**src/rtl/uart_cmd_framer.sv**
```systemverilog
// ============================================================================
// uart_cmd_framer : UART byte stream <-> command word framer with command FIFO,
//                   inter-byte timeout and MSB-first response serialiser.
// Revision 1.0 - initial release
// ============================================================================
`default_nettype none

module uart_cmd_framer #(
    parameter int CMD_BYTES   = 2,
    parameter int RESP_BYTES  = 1,
    parameter int FIFO_DEPTH  = 4,
    parameter int TIMEOUT_CYC = 65535
) (
    input  logic                    clk,
    input  logic                    rst,
    input  logic                    rx_rdy,
    input  logic [7:0]              rx_data,
    output logic                    clr_rx_rdy,
    output logic                    trmt,
    output logic [7:0]              tx_data,
    input  logic                    tx_done,
    output logic [8*CMD_BYTES-1:0]  cmd,
    output logic                    cmd_rdy,
    input  logic                    clr_cmd_rdy,
    input  logic [8*RESP_BYTES-1:0] resp,
    input  logic                    send_resp,
    output logic                    resp_busy,
    output logic                    overflow,
    output logic                    timeout
);

    localparam int CW = 8 * CMD_BYTES;
    localparam int RW = 8 * RESP_BYTES;
    localparam int IW = (CMD_BYTES > 1) ? $clog2(CMD_BYTES) : 1;
    localparam int AW = $clog2(FIFO_DEPTH);
    localparam int TW = (TIMEOUT_CYC > 0) ? $clog2(TIMEOUT_CYC + 1) : 1;
    localparam int BW = $clog2(RESP_BYTES + 1);
    localparam bit TO_EN = (TIMEOUT_CYC != 0);

    // ---------------- RX assembly and gap timer ----------------
    logic [IW-1:0] r_idx;
    logic [CW-1:0] r_shift;
    logic [TW-1:0] r_gap;
    logic          w_last;
    logic          w_expire;
    logic [CW-1:0] w_word;

    assign clr_rx_rdy = rx_rdy;
    assign w_last     = rx_rdy && (r_idx == IW'(CMD_BYTES - 1));
    assign w_word     = (r_shift << 8) | CW'(rx_data);
    assign w_expire   = TO_EN && !rx_rdy && (r_idx != '0) && (r_gap == TW'(TIMEOUT_CYC));

    always_ff @(posedge clk or posedge rst) begin
        if (rst) begin
            r_idx   <= '0;
            r_shift <= '0;
            r_gap   <= '0;
            timeout <= 1'b0;
        end else begin
            timeout <= 1'b0;
            if (rx_rdy) begin
                r_shift <= w_last ? '0 : w_word;
                r_idx   <= w_last ? '0 : r_idx + 1'b1;
                r_gap   <= '0;
            end else if (w_expire) begin
                r_idx   <= '0;
                r_shift <= '0;
                r_gap   <= '0;
                timeout <= 1'b1;
            end else if (TO_EN && (r_idx != '0)) begin
                r_gap   <= r_gap + 1'b1;
            end
        end
    end

    // ---------------- command FIFO ----------------
    logic [CW-1:0] r_mem [FIFO_DEPTH];
    logic [AW-1:0] r_wr;
    logic [AW-1:0] r_rd;
    logic [AW:0]   r_cnt;
    logic          w_pop;
    logic          w_full;
    logic          w_push;

    assign w_pop   = clr_cmd_rdy && (r_cnt != '0);
    assign w_full  = (r_cnt == (AW+1)'(FIFO_DEPTH));
    // A simultaneous pop frees the slot, so a push into a full FIFO still lands.
    assign w_push  = w_last && (!w_full || w_pop);
    assign cmd     = r_mem[r_rd];
    assign cmd_rdy = (r_cnt != '0);

    always_ff @(posedge clk) begin
        if (w_push) begin
            r_mem[r_wr] <= w_word;
        end
    end

    always_ff @(posedge clk or posedge rst) begin
        if (rst) begin
            r_wr     <= '0;
            r_rd     <= '0;
            r_cnt    <= '0;
            overflow <= 1'b0;
        end else begin
            overflow <= w_last && w_full && !w_pop;
            if (w_push) begin
                r_wr <= r_wr + 1'b1;
            end
            if (w_pop) begin
                r_rd <= r_rd + 1'b1;
            end
            if (w_push && !w_pop) begin
                r_cnt <= r_cnt + 1'b1;
            end else if (w_pop && !w_push) begin
                r_cnt <= r_cnt - 1'b1;
            end
        end
    end

    // ---------------- TX response serialiser ----------------
    typedef enum logic [1:0] {
        S_IDLE = 2'd0,
        S_LOAD = 2'd1,
        S_WAIT = 2'd2
    } tx_state_t;

    tx_state_t     r_state;
    logic [RW-1:0] r_resp;
    logic [BW-1:0] r_left;
    logic          r_done_d;
    logic          w_rise;

    assign w_rise = tx_done && !r_done_d;

    always_ff @(posedge clk or posedge rst) begin
        if (rst) begin
            r_state   <= S_IDLE;
            r_resp    <= '0;
            r_left    <= '0;
            r_done_d  <= 1'b0;
            trmt      <= 1'b0;
            tx_data   <= 8'h00;
            resp_busy <= 1'b0;
        end else begin
            r_done_d <= tx_done;
            trmt     <= 1'b0;
            case (r_state)
                S_IDLE: begin
                    if (send_resp) begin
                        tx_data   <= resp[RW-1 -: 8];
                        r_resp    <= resp << 8;
                        r_left    <= BW'(RESP_BYTES - 1);
                        trmt      <= 1'b1;
                        resp_busy <= 1'b1;
                        r_state   <= S_LOAD;
                    end
                end
                S_LOAD: begin
                    r_state <= S_WAIT;
                end
                S_WAIT: begin
                    if (w_rise) begin
                        if (r_left == '0) begin
                            resp_busy <= 1'b0;
                            r_state   <= S_IDLE;
                        end else begin
                            tx_data <= r_resp[RW-1 -: 8];
                            r_resp  <= r_resp << 8;
                            r_left  <= r_left - 1'b1;
                            trmt    <= 1'b1;
                            r_state <= S_LOAD;
                        end
                    end
                end
                default: begin
                    r_state <= S_IDLE;
                end
            endcase
        end
    end

endmodule

`default_nettype wire
```
**config.mk**
```make
export PLATFORM = sky130hd
export DESIGN_NAME = uart_cmd_framer
export DESIGN_NICKNAME = d
export VERILOG_FILES = /design/src/rtl/uart_cmd_framer.sv
export SDC_FILE = /design/constraint.sdc
export NUM_CORES = 1
export LEC_CHECK = 0
export CORE_AREA = 2 2 109 133
export CTS_BUF_LIST = sky130_fd_sc_hd__clkbuf_16
export CTS_CLUSTER_DIAMETER = 50
export DETAILED_ROUTE_END_ITERATION = 6
export DIE_AREA = 0 0 111 135
export GPL_TIMING_DRIVEN = 0
export PLACE_DENSITY = 0.52
export SLEW_MARGIN = 10
export SYNTH_ARGS = -nofsm -noshare
export SYNTH_HDL_FRONTEND = slang
export SYNTH_SLANG_ARGS = --single-unit
```
**constraint.sdc**
```tcl
create_clock -name clk -period 2.15 [get_ports clk]
set_clock_uncertainty 0.05 [all_clocks]
set_input_delay 0.43 -clock clk [delete_from_list [all_inputs] [get_ports clk]]
set_output_delay 0.43 -clock clk [all_outputs]
set_load 0.01 [all_outputs]
```
Yosys cells after proc, flatten, opt, wreduce, memory -nomap -nowiden
Memory sizes are Yosys's and may differ from the RTL's.
Index checks and enable logic that the tools add are counted.
Cells by class
  $add $sub $neg: 7
  reduce and logical (&&, ||, !) cells: 26
  muxes and demuxes: 39
  eq/ne operators: 8
  bitwise logic cells: 1
Operators with widths (number)
  $mux W8: 9
  $mux W16: 3
  $pmux W8 S2: 2
  $mux W1: 17
  $add A16 B1 Y16 const B: 1
  $eq A16 B16 Y1 const B: 1
  $or A16 B8 Y16: 1
  $logic_and A1 B1 Y1: 10
  $ne A2 B2 Y1 const B: 4
  $reduce_and A4 Y1: 2
  $mux W3: 2
  $pmux W1 S2: 3
  $pmux W2 S3: 1
  $reduce_bool A2 Y1: 3
  $reduce_bool A3 Y1: 2
  $logic_not A1 Y1: 5
  $add A2 B1 Y2 const B: 2
  $mux W2: 2
  $add A3 B1 Y3 const B: 1
  $eq A3 B3 Y1 const B: 1
  $reduce_and A3 Y1: 1
  $sub A3 B1 Y3 const B: 1
  $eq A2 B1 Y1 const B: 1
  $eq A2 B2 Y1 const B: 1
  5 further kinds: 5
Storage, ports and cells
  memories: 1
  word-level logic and storage cells: 97
  bits in writable memories: 64
  input bits: 22
  flip-flop bits (word level): 56
  output and inout port bits: 30
Memories
  r_mem: depth 4, bits a word 16, read ports 1, clocked after Yosys merged registers in 0, write ports 1, line 77  | logic [CW-1:0] r_mem [FIFO_DEPTH];

Longest topological paths before layout
  depth in word-level cells: 8
  gate-level depth with buffers: 9
  gate-level depth less buffers: 8

Worst setup path after synthesis
Ideal clock, no wire load.
  kind: input to register
  start point: input rx_rdy
  end point: register r_cnt[2]
  stages: 9
  required time: 2021 ps
  library setup time: 79 ps
  buffers on the path: 1
  path slack: 40 ps
  arrival: 1981 ps
  cells stage by stage: clkbuf_1 -> nand2_1 -> nor2_1 -> ha_1 -> inv_1 -> fa_1 -> xor2_1 -> nor2_1 -> xor2_1
On the way
  word-level cells in the longest chain between the ends: 5
  elaborated cells between the ends (all ways): 7
  classes of those cells: mux: 1; reduce/logical: 6
RTL lines
  from (decl): line 16  | input logic rx_rdy,
  $logic_and A1 B1 Y1 *: line 49  | assign w_last = rx_rdy && (r_idx == IW'(CMD_BYTES - 1));
  $logic_and A1 B1 Y1 *: line 88  | assign w_push = w_last && (!w_full || w_pop);
  named net w_push: line 83  | logic w_push;
  $logic_not A1 Y1: line 114  | end else if (w_pop && !w_push) begin
  $logic_and A1 B1 Y1: line 114
  $reduce_bool A2 Y1 (no line)
  to (signal assigned): line 113  | r_cnt <= r_cnt + 1'b1;
  to (signal assigned): line 115  | r_cnt <= r_cnt - 1'b1;
  to (decl): line 80  | logic [AW:0] r_cnt;
Mark *: on every way through the listed nets, which the timed path passes. The rest lies on a longest branch.
A chain may end at the register's enable or synchronous reset.

Worst setup path after layout
  start point: register r_rd[0]
  end point: output cmd[9]
On the way
  word-level cells in the longest chain between the ends: 1
RTL lines
  from (decl): line 79  | logic [AW-1:0] r_rd;
  from (signal assigned): line 110  | r_rd <= r_rd + 1'b1;
  $mem_v2 Z4 W16
  to (decl): line 22  | output logic [8*CMD_BYTES-1:0] cmd,
Every way passes these cells.

==> run summary <==
Pleak - 2.14 nW
die area - 15000 sq um
Crit. Startpoint - r_rd[0]
Worst path most repeated cell - buf_12
Die Wd - 111 um
Initial Utilization - 32.7%
number of synthesized flops with an enable pin - 64
H-tree depth - 3
CP peak stage delay - 520 ps
routability cong. - 0.801
GRT overflow - 0
worst-path maximum fanout - 6
most frequent cell after synthesis - edfxtp_1
largest cells by area after synthesis - edfxtp_1, dfrtp_1, mux4_2, mux2_2, xnor2_1
vias in the first global route - 2751
Power Density - 1150 nW/um^2
RR Startpoint - r_cnt[0]
status - completed
ys flop type - edfxtp_1
Final ANT Viol Nets - 0
Max Cap Viol - 0
worst setup path class - flip-flop to output pin
fin worst setup slack - 14.0 ps
dpl cells - 495
Area growth syn-to-layout - 28.0%
NumNets Final - 379
Peak VDD IR - 0.543 mV
cell row count - 47
Worst Setup Start Kind - flip-flop
initial antenna violation count - 0
IO Count - 52
Post-synth top cells - edfxtp_1, dfrtp_1, mux4_2, nand2_1, nor2_1
Crit path max-delay family - multiplexers
synth warn - 0
Routed wire per std cell - 17.1 um
flops & latches, synth - 111
clock buffer depth - 2
drt total wl - 8990 um
Tcrit/Tclk final - 99.4%
Slew HR - 42.0%
number of DRC markers in iteration 0 - 162
Reg area - 3100 sq um
Inserted Clock Buffers - 9
Setup WS pre-CTS - -722 ps
first-pass detailed-route iteration total - 4
ANT cells - 0
worst-path cell chain - buf_12, buf_12, mux4_2, buf_6
clk sinks - 111
Yosys top cell area share - 43.2%
pins over their slew limit - 0
largest net degree at the start of global routing - 34
Fmax - 0.468 GHz
CTS clock-pin slew for the worst setup and hold paths - 70 ps
GRT Util Overall - 12.7%
via/cell ratio - 4.79
die height - 135 um
syn_nets - 302
fillers - 1255
RSZ-0062 raised after global routing - yes
Post-route DRC - 0
vias - 2519
Worst-Skew Late Latency - 340 ps
Buf/Inv on CP - 3
Syn Inst Count - 273
Final Hold Fails - 0
hold buffers post-CTS - 0
Cell variety after synth - 40
Post-Layout Cell Count - 526
cell accounting for the most synthesized area - edfxtp_1
synthesized area - 4450 sq um
core box area - 13600 sq um
worst min-delay path class - input port to async pin
multi-input logic area - 1340 sq um
clk root buf - clkbuf_16
share of post-route cells with drive strength above 1 - 27.0%
endpoint class of the critical path - output pin
Worst-Margin Slew - 868 ps
Async SR Flop Fraction - 42.3%
Slowest-stage cell, CP - mux4_2
CTS tree - built
register area share after synthesis - 69.6%
Syn Area/Cell - 16.3 sq um
CP arrival - 1660 ps
IO Port Bufs - 50
Final setup viols - 0
dpl hpwl - 5610 um
first-pass GRT wire length - 14800 um
Worst EP required - 1670 ps
minimum clock period - 2140 ps
## cell families after synthesis
family | Yosys count | synth area share, %
mux | 25 | 10.4
simple gates | 71 | 8.86
flops | 111 | 69.6
xor+xnor | 16 | 3.15
compound gates | 25 | 4.11
buf+inv | 18 | 1.72
fa+ha+maj | 7 | 2.14
## per-stage QoR
stage | setup TNS [ps] | hold slack, ps | cell area [sq um] | power [W] | utilization, %
2_1_floorplan | 0 | 397 | 4450 | 0.00381 | -
3_3_place_gp | -67810 | 416 | 5160 | 0.00468 | 38.0
3_5_place_dp | -44970 | 419 | 5180 | 0.00471 | 38.2
4_1_cts | -22.9 | 334 | 5540 | 0.00644 | 40.8
5_1_grt | -130 | 370 | 5690 | 0.00688 | 41.9
6_report | 0 | 321 | 5690 | 0.00655 | 41.9
## where the power goes
| part | switching (W) | internal, W |
|---|---|---|
| Sequential | 0.000178 | 0.00261 |
| Clock | 0.000784 | 0.000801 |
| Combinational | 0.000920 | 0.00126 |
| Total | 0.00188 | 0.00467 |
## flip-flops by register name (all words and copies together), names as in the netlist
signal	cells
r_rd	2
resp_busy	1
r_gap	16
r_wr	2
timeout	1
tx_data	8
r_shift	8
r_cnt	3
r_mem	64
trmt	1
overflow	1
r_done_d	1
r_state	2
r_idx	1
## metal layers
metal / wire [um] / GRT usage, % / up-vias
li1: - / - / 1187
met1: 3880 / 15.5 / 1269
met2: 4540 / 22.1 / 57
met3: 467 / 2.92 / 6
met4: 102 / 5.00 / 0
met5: 0 / 0 / -
## final timing paths
check / end / slack, ps / cells after the start
worst max-delay path: cmd[9] / 10 / 4
worst min-delay path: tx_data[6] / 320 / 2
worst max register to register: r_cnt[1] / 100 / 7
worst min register to register: r_state[0] / 430 / 1
max in group asynchronous: r_rd[1] / 1210 / 3
min in group clk: r_state[0] / 430 / 1
## cells in the final DEF, fill, tap and decap left out, types with 8 or more instances in the layout
cell,instances
clkbuf_16,9
edfxtp_1,64
nor2_1,13
buf_4,15
nand2_1,13
clkdlybuf4s50_1,33
buf_2,8
buf_6,8
dfrtp_1,45
a22o_1,9
mux2_2,9
xnor2_1,11
mux4_2,16
## worst reg2reg max path, cell delays in order (launching register included)
cell,delay [ps]
dfrtp_1,410
buf_4,160
nor4b_4,340
nor2_4,90
ha_4,170
inv_1,60
fa_1,400
mux2_2,260
## timing repair
action | 4_1_cts | 5_1_grt
setup endpoints to repair | 91 | 20
buffers inserted | 7 | 8
pin swaps | 1 | 4
resized for setup | 83 | 16
cloned | 1 | 0
## cell type report
type / count / area share (%)
inverters: 6 / 0.396
flip-flops and latches: 111 / 54.5
clock buffers: 9 / 3.96
clock inverters: 7 / 0.989
well taps: 171 / 3.76
multi-input cells: 144 / 23.5
plain buffers: 11 / 1.58
repair buffers: 67 / 11.4
Note: power is estimated with default switching activity, not from simulation.
